**src/rtl/inst_encoder_loader.sv**
```systemverilog
// Packs opcode/register/address fields into 32-bit instruction words and writes them to
// consecutive instruction-memory locations from 0. Optional feature macro: FIELD_CHECK_EN.
module inst_encoder_loader #(
    parameter int DEPTH = 64,
    parameter int AW    = 6
) (
    input  logic          clk,
    input  logic          rst,
    input  logic          start,
    input  logic          finish,
    input  logic          in_valid,
    output logic          in_ready,
    input  logic [2:0]    opcode,
    input  logic [4:0]    reg_addr_0,
    input  logic [4:0]    reg_addr_1,
    input  logic [4:0]    reg_addr_2,
    input  logic [15:0]   addr,
    output logic          imem_we,
    output logic [AW-1:0] imem_addr,
    output logic [31:0]   imem_wdata,
    output logic [AW:0]   count,
    output logic          busy,
    output logic          done,
    output logic          field_err
);

    typedef enum logic [1:0] {
        S_IDLE = 2'd0,
        S_LOAD = 2'd1,
        S_DONE = 2'd2
    } state_t;

    localparam logic [AW:0] LAST_IDX = (AW + 1)'(DEPTH - 1);
    localparam logic [AW:0] ONE      = (AW + 1)'(1);

    state_t        state_q, state_d;
    logic          imem_we_q, imem_we_d;
    logic [AW-1:0] imem_addr_q, imem_addr_d;
    logic [31:0]   imem_wdata_q, imem_wdata_d;
    logic [AW:0]   count_q, count_d;
    logic          field_err_q, field_err_d;
    logic          xfer;
    logic          field_bad;

`ifdef FIELD_CHECK_EN
    assign field_bad = |reg_addr_2[4:3];
`else
    // Upper register bits are dropped by the word format, so they are never flagged.
    logic unused_reg_hi;
    assign unused_reg_hi = ^reg_addr_2[4:3];
    assign field_bad     = 1'b0;
`endif

    assign xfer = in_valid && (state_q == S_LOAD);

    always_comb begin
        state_d      = state_q;
        imem_we_d    = 1'b0;
        imem_addr_d  = imem_addr_q;
        imem_wdata_d = imem_wdata_q;
        count_d      = count_q;
        field_err_d  = field_err_q;
        case (state_q)
            S_LOAD: begin
                if (xfer) begin
                    if (field_bad) begin
                        field_err_d = 1'b1;
                    end else begin
                        imem_we_d    = 1'b1;
                        // count doubles as the write pointer; it never exceeds DEPTH
                        imem_addr_d  = count_q[AW-1:0];
                        imem_wdata_d = {opcode, reg_addr_0, reg_addr_1, reg_addr_2[2:0], addr};
                        count_d      = count_q + ONE;
                        if (count_q == LAST_IDX) state_d = S_DONE;
                    end
                end
                if (finish) state_d = S_DONE;
            end
            default: begin
                if (start) begin
                    state_d     = S_LOAD;
                    count_d     = '0;
                    field_err_d = 1'b0;
                end
            end
        endcase
    end

    always_ff @(posedge clk) begin
        if (rst) begin
            state_q      <= S_IDLE;
            imem_we_q    <= 1'b0;
            imem_addr_q  <= '0;
            imem_wdata_q <= '0;
            count_q      <= '0;
            field_err_q  <= 1'b0;
        end else begin
            state_q      <= state_d;
            imem_we_q    <= imem_we_d;
            imem_addr_q  <= imem_addr_d;
            imem_wdata_q <= imem_wdata_d;
            count_q      <= count_d;
            field_err_q  <= field_err_d;
        end
    end

    assign in_ready   = (state_q == S_LOAD);
    assign busy       = (state_q == S_LOAD);
    assign done       = (state_q == S_DONE);
    assign imem_we    = imem_we_q;
    assign imem_addr  = imem_addr_q;
    assign imem_wdata = imem_wdata_q;
    assign count      = count_q;
    assign field_err  = field_err_q;

endmodule

```
**config.mk**
```make
export PLATFORM = sky130hd
export DESIGN_NAME = inst_encoder_loader
export DESIGN_NICKNAME = d
export VERILOG_FILES = /design/src/rtl/inst_encoder_loader.sv
export SDC_FILE = /design/constraint.sdc
export NUM_CORES = 1
export LEC_CHECK = 0
export BUFFER_PORTS_ARGS = -buffer_cell sky130_fd_sc_hd__buf_4
export CORE_MARGIN = 3
export CORE_UTILIZATION = 35
export CTS_CLUSTER_DIAMETER = 80
export DETAILED_ROUTE_END_ITERATION = 10
export GPL_TIMING_DRIVEN = 0
export PLACE_DENSITY_LB_ADDON = 0.08
export SLEW_MARGIN = 5
export SYNTH_ARGS = -nofsm -noshare
export SYNTH_HDL_FRONTEND = slang
export SYNTH_SLANG_ARGS = --single-unit
```
**constraint.sdc**
```tcl
create_clock -name clk -period 1.26 [get_ports clk]
set_input_delay 0.126 -clock clk [delete_from_list [all_inputs] [get_ports clk]]
set_output_delay 0.126 -clock clk [all_outputs]
set_load 0.05 [all_outputs]
```
# Yosys cells after proc, flatten, opt, wreduce, memory -nomap -nowiden
# Index checks and enable logic that the tools add are counted.
# op_classes
reduce_logical,6
mux,9
addsub,1
n_eq_ne,6
n_bitwise,1
# ops
cell,n
$mux W7,3
$mux W2,5
$add A7 B1 Y7 const B,1
$eq A7 B6 Y1 const B,1
$ne A3 B2 Y1 const B,2
$reduce_and A2 Y1,2
$reduce_and A3 Y1,1
$eq A2 B1 Y1 const B,1
$eq A2 B2 Y1 const B,1
$ne A2 B1 Y1 const B,1
$reduce_bool A2 Y1,1
$reduce_or A2 Y1,1
$logic_and A1 B1 Y1,1
$mux W1,1
$not A1 Y1,1
# word_totals
input_bits,39
output_inout_bits,50
register_bits,48
word_cells,28

# Depth between registers and ports, before layout
# logic_depth
ltp_word,5
ltp_mapped,5
ltp_nobuf,4

# Worst setup path before layout
# No wires, ideal clock.
# synth_timing
path_kind,flip-flop to flip-flop
start,"reg count_q[0], in the netlist count[0]"
end,"reg count_q[2], in the netlist count[2]"
period_less_slack_ps,1674
t_required_ps,1199
path_slack_ps,-414
arrival_ps,1613
path_stages_with_launch,5
cell_sequence,dfxtp_1 ha_1 inv_1 or4b_1 nand2_1
# synth_via
elab_chain_cells,3
# synth_lines
element,line_no,text
"start, declared",40,"logic [AW:0] count_q, count_d;"
"start signal, assigned",102,count_q <= count_d;
$add A7 B1 Y7,73,count_d = count_q + ONE;
$mux W7,65,if (xfer) begin
$mux W7,63,case (state_q)
# No other way between the ends. The select of a mux whose other input is x is not followed.
# A chain may end at the register's enable or synchronous reset.

# Final worst setup path
# layout_timing
start,reg state_q[1]
end,"reg count_q[2], in the netlist count[2]"
# layout_via
elab_chain_cells,4
elab_cells_between_ends,6
# layout_lines
element,line_no,text
"start, declared",36,"state_t state_q, state_d;"
"start signal, assigned",98,state_q <= state_d;
$eq A2 B1 Y1 *,"54, 63",
$logic_and A1 B1 Y1,54,assign xfer = in_valid && (state_q == S_LOAD);
$ne A2 B1 Y1 (no source line),n/a,
$reduce_and A2 Y1 (no source line),n/a,
# Every way passes the cells marked *; elsewhere a longest branch is shown, timed or not.

==> results.py <==
metrics = {
    "logic_synthesis": {
        "avgSynthCellArea_um2": 7.94,
        "synth-main-ff-cell": "dfxtp_1",
        "synth_fp_nets": 263,
        "ys_types": 27,
        "ys_ff_latch": 48,
        "syn_area_mm2": 0.00177,
        "ys_seq_area_share_pct": 54.2,
        "async_flop_share_pct": 0,
        "syn_inst": 223,
        "yosys_warnings": 0,
        "synth-edff-count": 0,
    },
    "pwr": {
        "seq_power_share_pct": 51.1,
        "p_clk_share_pct": 29.8,
        "power_mw": 3.11,
        "internal_power_mw": 2.22,
        "p_sw_mw": 0.883,
        "pwr-share-comb_pct": 19.1,
        "vdd_ir_drop_max_uv": 712,
        "power_switching_share_pct": 28.4,
        "p_per_area_mw_per_mm2": 1140,
        "p_leak_nw": 1.16,
    },
    "critical_path": {
        "critPathLaunchType": "register",
        "worstPathArrival_ns": 1.55,
        "required_ns": 1.49,
        "cp_max_fo": 6,
        "path_class": "reg -> reg",
        "cp-end-kind": "register",
        "reg2reg_depth": 5,
    },
    "cts": {
        "clock-sinks": 48,
        "clk_pin_slew_ns": 0.09,
        "ctsHoldBuffers": 0,
        "clock_latency_ns": 0.29,
        "clockBufferDepth": 2,
        "h-tree-depth": 2,
        "cts_tree": "done",
        "cts_root_buffer": "clkbuf_8",
        "cts_made_buffers": 5,
    },
    "route": {
        "drc": 0,
        "num_vias": 1774,
        "routed_wl_mm": 4.60,
        "wl_per_cell_um": 11.9,
        "viasPerCell": 4.58,
        "first_pass_iters": 4,
        "final_antenna_net_count": 0,
        "drt_iter0_drc": 56,
    },
    "timing": {
        "setup_ws_ns": -0.0590,
        "rsz0062_at_grt": "true",
        "setup_viol": 2,
        "fmax_mhz": 758,
        "fin_crit_sh_pct": 105,
        "finalClockSkew_ns": 0.00645,
        "hold_viol": 0,
        "tns_ns": -0.103,
        "maxSlewViolCount": 0,
        "period_needed_ns": 1.32,
    },
    "placed_design": {
        "place_congestion": 0.684,
        "dp_hpwl_mm": 3.29,
        "pre_cts_ws_ns": -0.174,
        "io_buffers": 84,
        "dpl_cell_area_mm2": 0.00252,
    },
    "final_layout": {
        "utilization_pct": 56.8,
        "layout-drive-gt1-share_pct": 39.4,
        "area_delta_synth_final_pct": 54.5,
        "layout_commonest_cell": "buf_4",
        "ff_latch_area_um2": 987,
        "multi_input_area_um2": 797,
        "design_area_mm2": 0.00274,
        "fillers": 480,
        "antenna_cells": 0,
        "final_nets": 359,
        "final_cell_mix": "90 x buf_4, 79 x nand2_1, 41 x a21oi_1",
    },
    "global_routing": {
        "grt_max_degree": 15,
        "overflow": 0,
        "grt_first_pass_wirelength_mm": 7.40,
        "grtUsageTotal_pct": 15.3,
        "antenna_found_initial": 0,
        "grt_pass1_vias": 1650,
    },
    "floorplan": {
        "dieArea_mm2": 0.00595,
        "die_w_um": 77.1,
        "rows": 25,
        "start_util_pct": 36.8,
        "ios": 89,
        "die_h_um": 77.1,
        "design.core.area_mm2": 0.00482,
    },
    "status": {
        "outcome": "finished with violations",
        "violations": "negative setup slack",
    },
    "worst_hold_path": {
        "min_path_type": "in -> reg",
        "hold_depth": 3,
    },
    "run": {
        "maxCapViolCount": 0,
    },
}
-- metrics by stage --
stage	cells	hold WS [ns]
detailed placement	374	0.381
floorplan	223	0.262
global route	387	0.0713
CTS	384	0.0608
finish	387	0.0690
global placement	374	0.373
-- critical path, cell delays in order, from the launching register on --
cell     delay, ns
dfxtp_2       0.34
and3b_1       0.22
buf_6         0.13
a21oi_4       0.04
or4b_1        0.46
nand2_1       0.07
-- registers in the layout, summed over array words and instances, names as in the netlist --
register / flops
imem_we: 1
count: 7
imem_wdata: 32
imem_addr: 6
state_q: 2
-- power by group through the flow --
stage          combinational, mW  clock, mW  sequential [mW]
2_1_floorplan              0.177          0             1.78
3_3_place_gp               0.542          0             1.62
3_5_place_dp               0.546          0             1.62
4_1_cts                    0.571      0.959             1.59
5_1_grt                    0.637       1.02             1.60
6_report                   0.594      0.926             1.59
-- area by class of cell --
| class | count | area share [%] |
|---|---|---|
| tap | 67 | 3.06 |
| inverter | 2 | 0.366 |
| timing repair buffer | 89 | 24.8 |
| sequential | 48 | 36.1 |
| buffer | 15 | 3.20 |
| clock buffer | 6 | 3.02 |
| multi-input combinational | 158 | 29.1 |
| clock inverter | 2 | 0.366 |
-- final timing paths --
path                                startpoint        endpoint  slack [ns]
worst max-delay path                state_q[1]        count[2]       -0.06
worst min-delay path                   addr[1]   imem_wdata[1]        0.07
worst max register to register      state_q[1]        count[2]       -0.06
worst min register to register  imem_wdata[26]  imem_wdata[26]        0.45
-- timing repair --
action | 4_1_cts | 5_1_grt
endpoints found under the setup margin | 47 | 47
buffers inserted | 2 | 3
pin swaps | 4 | 5
gates resized for setup | 18 | 19
cloned | 0 | 1
endpoints found under the hold margin | 0 | 0
-- layer usage --
layer	part of all wire [%]	up-vias	track usage [%]	wire length, um
met4	1.2	0	5.34	54
met2	47	52	25.5	2170
met3	6.8	4	4.23	312
met5	0	-	0	0
met1	45	793	19.0	2060
li1	-	925	-	-
-- cell families after synthesis --
| family | Yosys count | share of synthesized area (%) |
|---|---|---|
| adders and majority gates | 1 | 0.706 |
| AOI/OAI and AO/OA | 53 | 16.2 |
| DFF | 48 | 54.2 |
| and+or+nand+nor | 102 | 24.2 |
| other | 1 | 0.212 |
| buffers and inverters | 18 | 4.45 |
-- cells in the mapped netlist, drive strengths merged, types with 2 or more instances --
cell type / number / area (um^2)
dfxtp: 48 / 961
a21oi: 43 / 219
nor2b: 2 / 12.5
buf: 3 / 22.5
clkbuf: 13 / 48.8
nand2b: 2 / 12.5
nor2: 6 / 22.5
nand2: 79 / 297
nand3: 4 / 20.0
or3: 3 / 18.8
a31oi: 2 / 12.5
o21ai: 3 / 15.0
a21boi: 2 / 15.0
inv: 2 / 7.51
No activity file was read; power rests on OpenSTA's default activity.
